$ cat src/rtl/temp_scan_ctrl.sv
// Round-robin temperature sensor scan controller.
// Walks the enabled sensor channels, lets the select mux settle, pulses a
// conversion start, waits for done (or times out) and presents one result
// per conversion with a single-cycle strobe.
module temp_scan_ctrl #(
  parameter int SETTLE_CYC  = 3,
  parameter int TIMEOUT_CYC = 4095
) (
  input  logic        clk_i,
  input  logic        rst_n_i,
  input  logic        en_i,
  input  logic [3:0]  chan_mask_i,
  output logic [1:0]  temp_sel_o,
  output logic        start_o,
  input  logic        done_i,
  input  logic [11:0] ticks_i,
  input  logic [5:0]  dac_i,
  output logic        res_valid_o,
  output logic [1:0]  res_chan_o,
  output logic [11:0] res_ticks_o,
  output logic [5:0]  res_dac_o,
  output logic        timeout_o,
  output logic        busy_o
);

  typedef enum logic [2:0] {
    S_IDLE,
    S_SETTLE,
    S_START,
    S_WAIT,
    S_STORE
  } state_t;

  // Counter value seen in the last cycle of SETTLE / WAIT (counter is 0 on entry).
  localparam logic [11:0] SETTLE_LAST  = 12'(SETTLE_CYC - 1);
  localparam logic [11:0] TIMEOUT_LAST = 12'(TIMEOUT_CYC - 1);

  state_t      r_state;
  state_t      w_state_next;
  logic [11:0] r_cnt;
  logic [1:0]  r_sel;
  logic [1:0]  w_sel_next;
  logic        w_capture;
  logic        w_capture_to;

  logic [1:0]  r_res_chan;
  logic [11:0] r_res_ticks;
  logic [5:0]  r_res_dac;
  logic        r_timeout;

  // Mask rotated so bit gi is the channel gi+1 steps above the current one;
  // bit 3 lands back on the current channel itself.
  logic [3:0]  w_rot_mask;
  logic [1:0]  w_low_chan;
  logic [1:0]  w_next_chan;

  genvar gi;
  generate
    for (gi = 0; gi < 4; gi++) begin : g_rot
      assign w_rot_mask[gi] = chan_mask_i[r_sel + 2'(gi + 1)];
    end
  endgenerate

  // Pick the lowest set channel (fresh start) and the next set channel above the current one.
  always_comb begin
    w_low_chan  = 2'd0;
    w_next_chan = r_sel;
    for (int i = 3; i >= 0; i--) begin
      if (chan_mask_i[i]) begin
        w_low_chan = 2'(i);
      end
      if (w_rot_mask[i]) begin
        w_next_chan = r_sel + 2'(i + 1);
      end
    end
  end

  // Next-state logic; dropping en_i abandons any conversion in flight without a result.
  always_comb begin
    w_state_next = r_state;
    w_sel_next   = r_sel;
    w_capture    = 1'b0;
    w_capture_to = 1'b0;
    case (r_state)
      S_IDLE: begin
        if (en_i && (chan_mask_i != 4'd0)) begin
          w_state_next = S_SETTLE;
          w_sel_next   = w_low_chan;
        end
      end
      S_SETTLE: begin
        if (!en_i) begin
          w_state_next = S_IDLE;
        end else if (r_cnt >= SETTLE_LAST) begin
          w_state_next = S_START;
        end
      end
      S_START: begin
        if (!en_i) begin
          w_state_next = S_IDLE;
        end else begin
          w_state_next = S_WAIT;
        end
      end
      S_WAIT: begin
        if (!en_i) begin
          w_state_next = S_IDLE;
        end else if (done_i) begin
          // done takes priority over a timeout expiring in the same cycle
          w_state_next = S_STORE;
          w_capture    = 1'b1;
        end else if (r_cnt >= TIMEOUT_LAST) begin
          w_state_next = S_STORE;
          w_capture_to = 1'b1;
        end
      end
      S_STORE: begin
        if (en_i && (chan_mask_i != 4'd0)) begin
          w_state_next = S_SETTLE;
          w_sel_next   = w_next_chan;
        end else begin
          w_state_next = S_IDLE;
        end
      end
      default: begin
        w_state_next = S_IDLE;
      end
    endcase
  end

  // State, channel select and the shared settle/timeout counter (cleared on every state entry).
  always_ff @(posedge clk_i or negedge rst_n_i) begin
    if (!rst_n_i) begin
      r_state <= S_IDLE;
      r_sel   <= 2'd0;
      r_cnt   <= 12'd0;
    end else begin
      r_state <= w_state_next;
      r_sel   <= w_sel_next;
      if (w_state_next != r_state) begin
        r_cnt <= 12'd0;
      end else if (r_cnt != 12'hFFF) begin
        r_cnt <= r_cnt + 12'd1;
      end
    end
  end

  // Result registers: loaded on the way into STORE and held until the next result.
  always_ff @(posedge clk_i or negedge rst_n_i) begin
    if (!rst_n_i) begin
      r_res_chan  <= 2'd0;
      r_res_ticks <= 12'd0;
      r_res_dac   <= 6'd0;
      r_timeout   <= 1'b0;
    end else if (w_capture) begin
      r_res_chan  <= r_sel;
      r_res_ticks <= ticks_i;
      r_res_dac   <= dac_i;
      r_timeout   <= 1'b0;
    end else if (w_capture_to) begin
      r_res_chan  <= r_sel;
      r_res_ticks <= 12'hFFF;
      r_res_dac   <= 6'h00;
      r_timeout   <= 1'b1;
    end
  end

  assign temp_sel_o  = r_sel;
  assign start_o     = (r_state == S_START);
  assign res_valid_o = (r_state == S_STORE);
  assign busy_o      = (r_state != S_IDLE);
  assign res_chan_o  = r_res_chan;
  assign res_ticks_o = r_res_ticks;
  assign res_dac_o   = r_res_dac;
  assign timeout_o   = r_timeout;

endmodule
$ cat config.mk
export PLATFORM = sky130hd
export DESIGN_NAME = temp_scan_ctrl
export DESIGN_NICKNAME = d
export VERILOG_FILES = /design/src/rtl/temp_scan_ctrl.sv
export SDC_FILE = /design/constraint.sdc
export NUM_CORES = 1
export LEC_CHECK = 0
export ABC_AREA = 1
export CAP_MARGIN = 20
export CORE_ASPECT_RATIO = 1.4
export CORE_UTILIZATION = 40
export DETAILED_ROUTE_END_ITERATION = 10
export PLACE_DENSITY = 0.74
export SLEW_MARGIN = 25
export SYNTH_ARGS = -nofsm -noshare
export SYNTH_HDL_FRONTEND = slang
export SYNTH_SLANG_ARGS = --single-unit
$ cat constraint.sdc
create_clock -name clk_i -period 1.8 [get_ports clk_i]
set_input_delay 0.36 -clock clk_i [delete_from_list [all_inputs] [get_ports clk_i]]
set_output_delay 0.36 -clock clk_i [all_outputs]
set_load 0.02 [all_outputs]
==> summary.txt <==
Placement
  • PortBufs: a little over 50
  • Placer congestion estimate: roughly 0.91
  • Final HPWL DP: 3300 um

CTS
  • Clock tree buffer depth: 2
  • CTS buffer count: 5
  • # hold bufs at CTS: 0
  • H-tree Lvls: 2
  • Clk_lat worst skew: about 0.28 ns
  • Root Driver: clkbuf_8
  • Clock sinks: 38
  • Reg clk slew, reported paths: 0.07 ns
  • CTS tree: done

Pwr
  • Power Dens Cells: around 1400 mW/mm^2
  • Sequential share of power: 0.327
  • Tot Pwr: between 4 and 5 mW
  • Clk pwr share: 0.213
  • P_leak: between 1 and 1.5 nW
  • Max VDD drop: around 0.8 mV
  • Cell Int Power: 2.57 mW
  • Switching pwr: 1.47 mW
  • Sw frac: 0.364
  • Logic pwr share: 0.460

Die
  • Initial core utilization: 0.423
  • DIE WIDTH: about 61 um
  • Core Box Area: about 0.0046 mm^2
  • Die height: 84.6 um
  • I/O Pins: 52
  • Die area: a little over 0.005 mm^2
  • # rows: 29

Cells and area
  • Layout cells sized above 1: 0.253
  • Synth-to-Final Area Change: 45.6%
  • Sequential cell area: about 950 um^2
  • Antenna diode count: 0
  • # fillers: just under 400
  • Most common cell after layout, fill and taps aside: clkdlybuf4s50_1
  • Most frequent cells in the layout: 47 x clkdlybuf4s50_1, 36 x dfrtp_1, 31 x nand2_1, 27 x nor2_1, 20 x inv_1
  • Nets: about 320
  • Area occupied by multi-input gates: around 950 um^2

Synthesis
  • Cells after synthesis: roughly 220
  • Syn Nets: around 240
  • Seq/Total Area, Yosys: 0.487
  • Cell area after synthesis: 0.00195 mm^2
  • Netlist cell types: 31
  • Post-synth EDFFs: 0
  • Yosys warnings: 0
  • Asr flop ratio synth: 1.00
  • Main synth FF type: dfrtp_1
  • Number of synthesized register bits: 38
  • Post-Synthesis Mean Instance Area: just over 9 um^2

Run
  • Max-cap violations: 0

Detailed routing
  • Drt total wl: between 4000 and 5000 um
  • Vias: around 1,800
  • Initial DRC Count: 87
  • DRC Markers: 0
  • WL/cell: approximately 13 um
  • Vias/cell: around 5.0
  • ANT nets after route: 0
  • TritonRoute pass-1 iters: 4

STA
  • Worst Tran Pin Value: roughly 0.48 ns
  • Setup TNS: 0 ns
  • Period utilization: 0.997
  • RSZ-0062 raised after global routing: true
  • Max Slew Vio Count: 0
  • Final setup viols: 0
  • Setup Skew: a little under 0.007 ns
  • Max Clock Freq: approximately 560 MHz
  • Fin. Hold Viols: 0
  • Rel. slew slack: 0.683
  • Fin crit period: approximately 1.8 ns

Setup path
  • Max incr delay on CP: ~0.40 ns
  • Critical path peak fanout: 6
  • R2r startpoint: r_cnt[0]
  • CP delay by family, top: simple AND/OR/NAND/NOR gates
  • Critical path class: register to register
  • Cell Chain, Critical Path: inv_2, ha_4, nor2_2, nand3_1, nor2_4, nand2_2, o211ai_1, buf_4, nand3_4, nor2_2
  • Slowest CP cell: dfrtp_1
  • Worst setup EP type: register
  • Critical Path AT: 2.01 ns
  • CP startpoint kind: register
  • Critical path's most frequent cell: nor2_2
  • Worst Path Required: 2.02 ns
  • Buf+Inv Stages, Crit Path: 2
  • Critical path origin: r_cnt[0]

Worst hold path
  • Worst hold path type: input pin to asynchronous set/reset pin

GRT
  • First-pass GRT wire length: approximately 7300 um
  • GRT Util Overall: 0.184
  • Vias in the first global route: 1,723
  • Gr ovfl total: 0
  • Initial antenna violation count: 0
  • Pin count of the biggest net entering global routing: 39

Status
  • Status: finished, final reports clean
synthesized netlist by cell type, types with 2 or more instances:
| cell type | count | area [um^2] |
|---|---|---|
| nor2_4 | 3 | 33.8 |
| nand4_1 | 4 | 25.0 |
| xor2_1 | 3 | 26.3 |
| inv_2 | 3 | 11.3 |
| a22o_2 | 6 | 60.1 |
| o21bai_1 | 2 | 15.0 |
| o21ai_0 | 13 | 65.1 |
| dfrtp_1 | 38 | 951 |
| o211ai_1 | 3 | 22.5 |
| nor2_2 | 2 | 12.5 |
| o22a_2 | 4 | 40.0 |
| nand2_1 | 32 | 120 |
| nand3_1 | 11 | 55.1 |
| nand3_2 | 4 | 40.0 |
| a21oi_1 | 2 | 10.0 |
| nor3_2 | 2 | 20.0 |
| ha_1 | 2 | 25.0 |
| nor2_1 | 36 | 135 |
| inv_1 | 21 | 78.8 |
| buf_6 | 3 | 33.8 |
| nand3b_1 | 3 | 22.5 |
| o22a_1 | 8 | 70.1 |
| nand2_2 | 2 | 12.5 |
power groups by stage:
| stage | combinational (mW) | clock (mW) | sequential, mW |
|---|---|---|---|
| after CTS | 1.63 | 0.877 | 1.31 |
| after detailed placement | 1.64 | 0 | 1.32 |
| final | 1.86 | 0.858 | 1.32 |
| after global placement | 1.61 | 0 | 1.31 |
| after global routing | 2.00 | 0.910 | 1.35 |
| after floorplan | 0.731 | 0 | 1.53 |
metal layers:
metal | wire [um] | GRT usage
met3 | 156 | 0.0462
met5 | 0 | 0
met1 | 1900 | 0.225
met2 | 2500 | 0.314
met4 | 65 | 0.0475
what timing repair did:
item / in CTS / in global routing
gates cloned: 0 / 1
resized for setup: 4 / 21
buffers inserted: 0 / 5
endpoints found under the setup margin: 4 / 13
pin swaps: 0 / 8
cells by family (layout without fill, tap and decap cells):
| kind of cell | after synthesis | count (layout) | share of synthesized area |
|---|---|---|---|
| flops | 38 | 38 | 0.487 |
| simple gates | 101 | 102 | 0.253 |
| buf+inv | 28 | 101 | 0.0661 |
| fa+ha+maj | 2 | 2 | 0.0128 |
| compound gates | 42 | 42 | 0.163 |
| xor+xnor | 4 | 4 | 0.0180 |
layout make-up:
class                           instances  area share
Inverter                               24      0.0317
Clock inverter                          3      0.0242
Timing Repair Buffer                   69       0.223
Sequential cell                        38       0.336
Clock buffer                            5      0.0242
Multi-Input combinational cell        150       0.334
Tap cell                               62      0.0273
registers in the layout, summed over array words and instances (netlist names):
name	flops
r_cnt	12
r_state	3
res_chan_o	2
res_dac_o	6
res_ticks_o	12
temp_sel_o	2
timeout_o	1
metrics by stage:
| step | cell area, um^2 | hold slack [ns] | instances | util | setup slack, ns |
|---|---|---|---|---|---|
| 2_1_floorplan | 1950 | 0.0644 | 215 | - | 0.206 |
| 3_3_place_gp | 2590 | 0.430 | 337 | 0.563 | -0.0946 |
| 3_5_place_dp | 2590 | 0.438 | 337 | 0.563 | -0.207 |
| 4_1_cts | 2730 | 0.127 | 345 | 0.592 | 0.000828 |
| 5_1_grt | 2840 | 0.151 | 351 | 0.616 | -0.0621 |
| 6_report | 2840 | 0.109 | 351 | 0.616 | 0.00451 |
path summary, 6_finish.rpt:
path                                 endpoint  slack, ns  cells past startpoint
worst max register to register      r_cnt[10]      0.005                     10
max in group asynchronous       temp_sel_o[0]       1.32                      2
worst min-delay path                 r_cnt[5]       0.11                      2
worst min register to register  res_chan_o[1]       0.49                      2
worst max-delay path                r_cnt[10]      0.005                     10
min in group clk_i              res_chan_o[1]       0.49                      2
No activity file was read; power rests on OpenSTA's default activity.
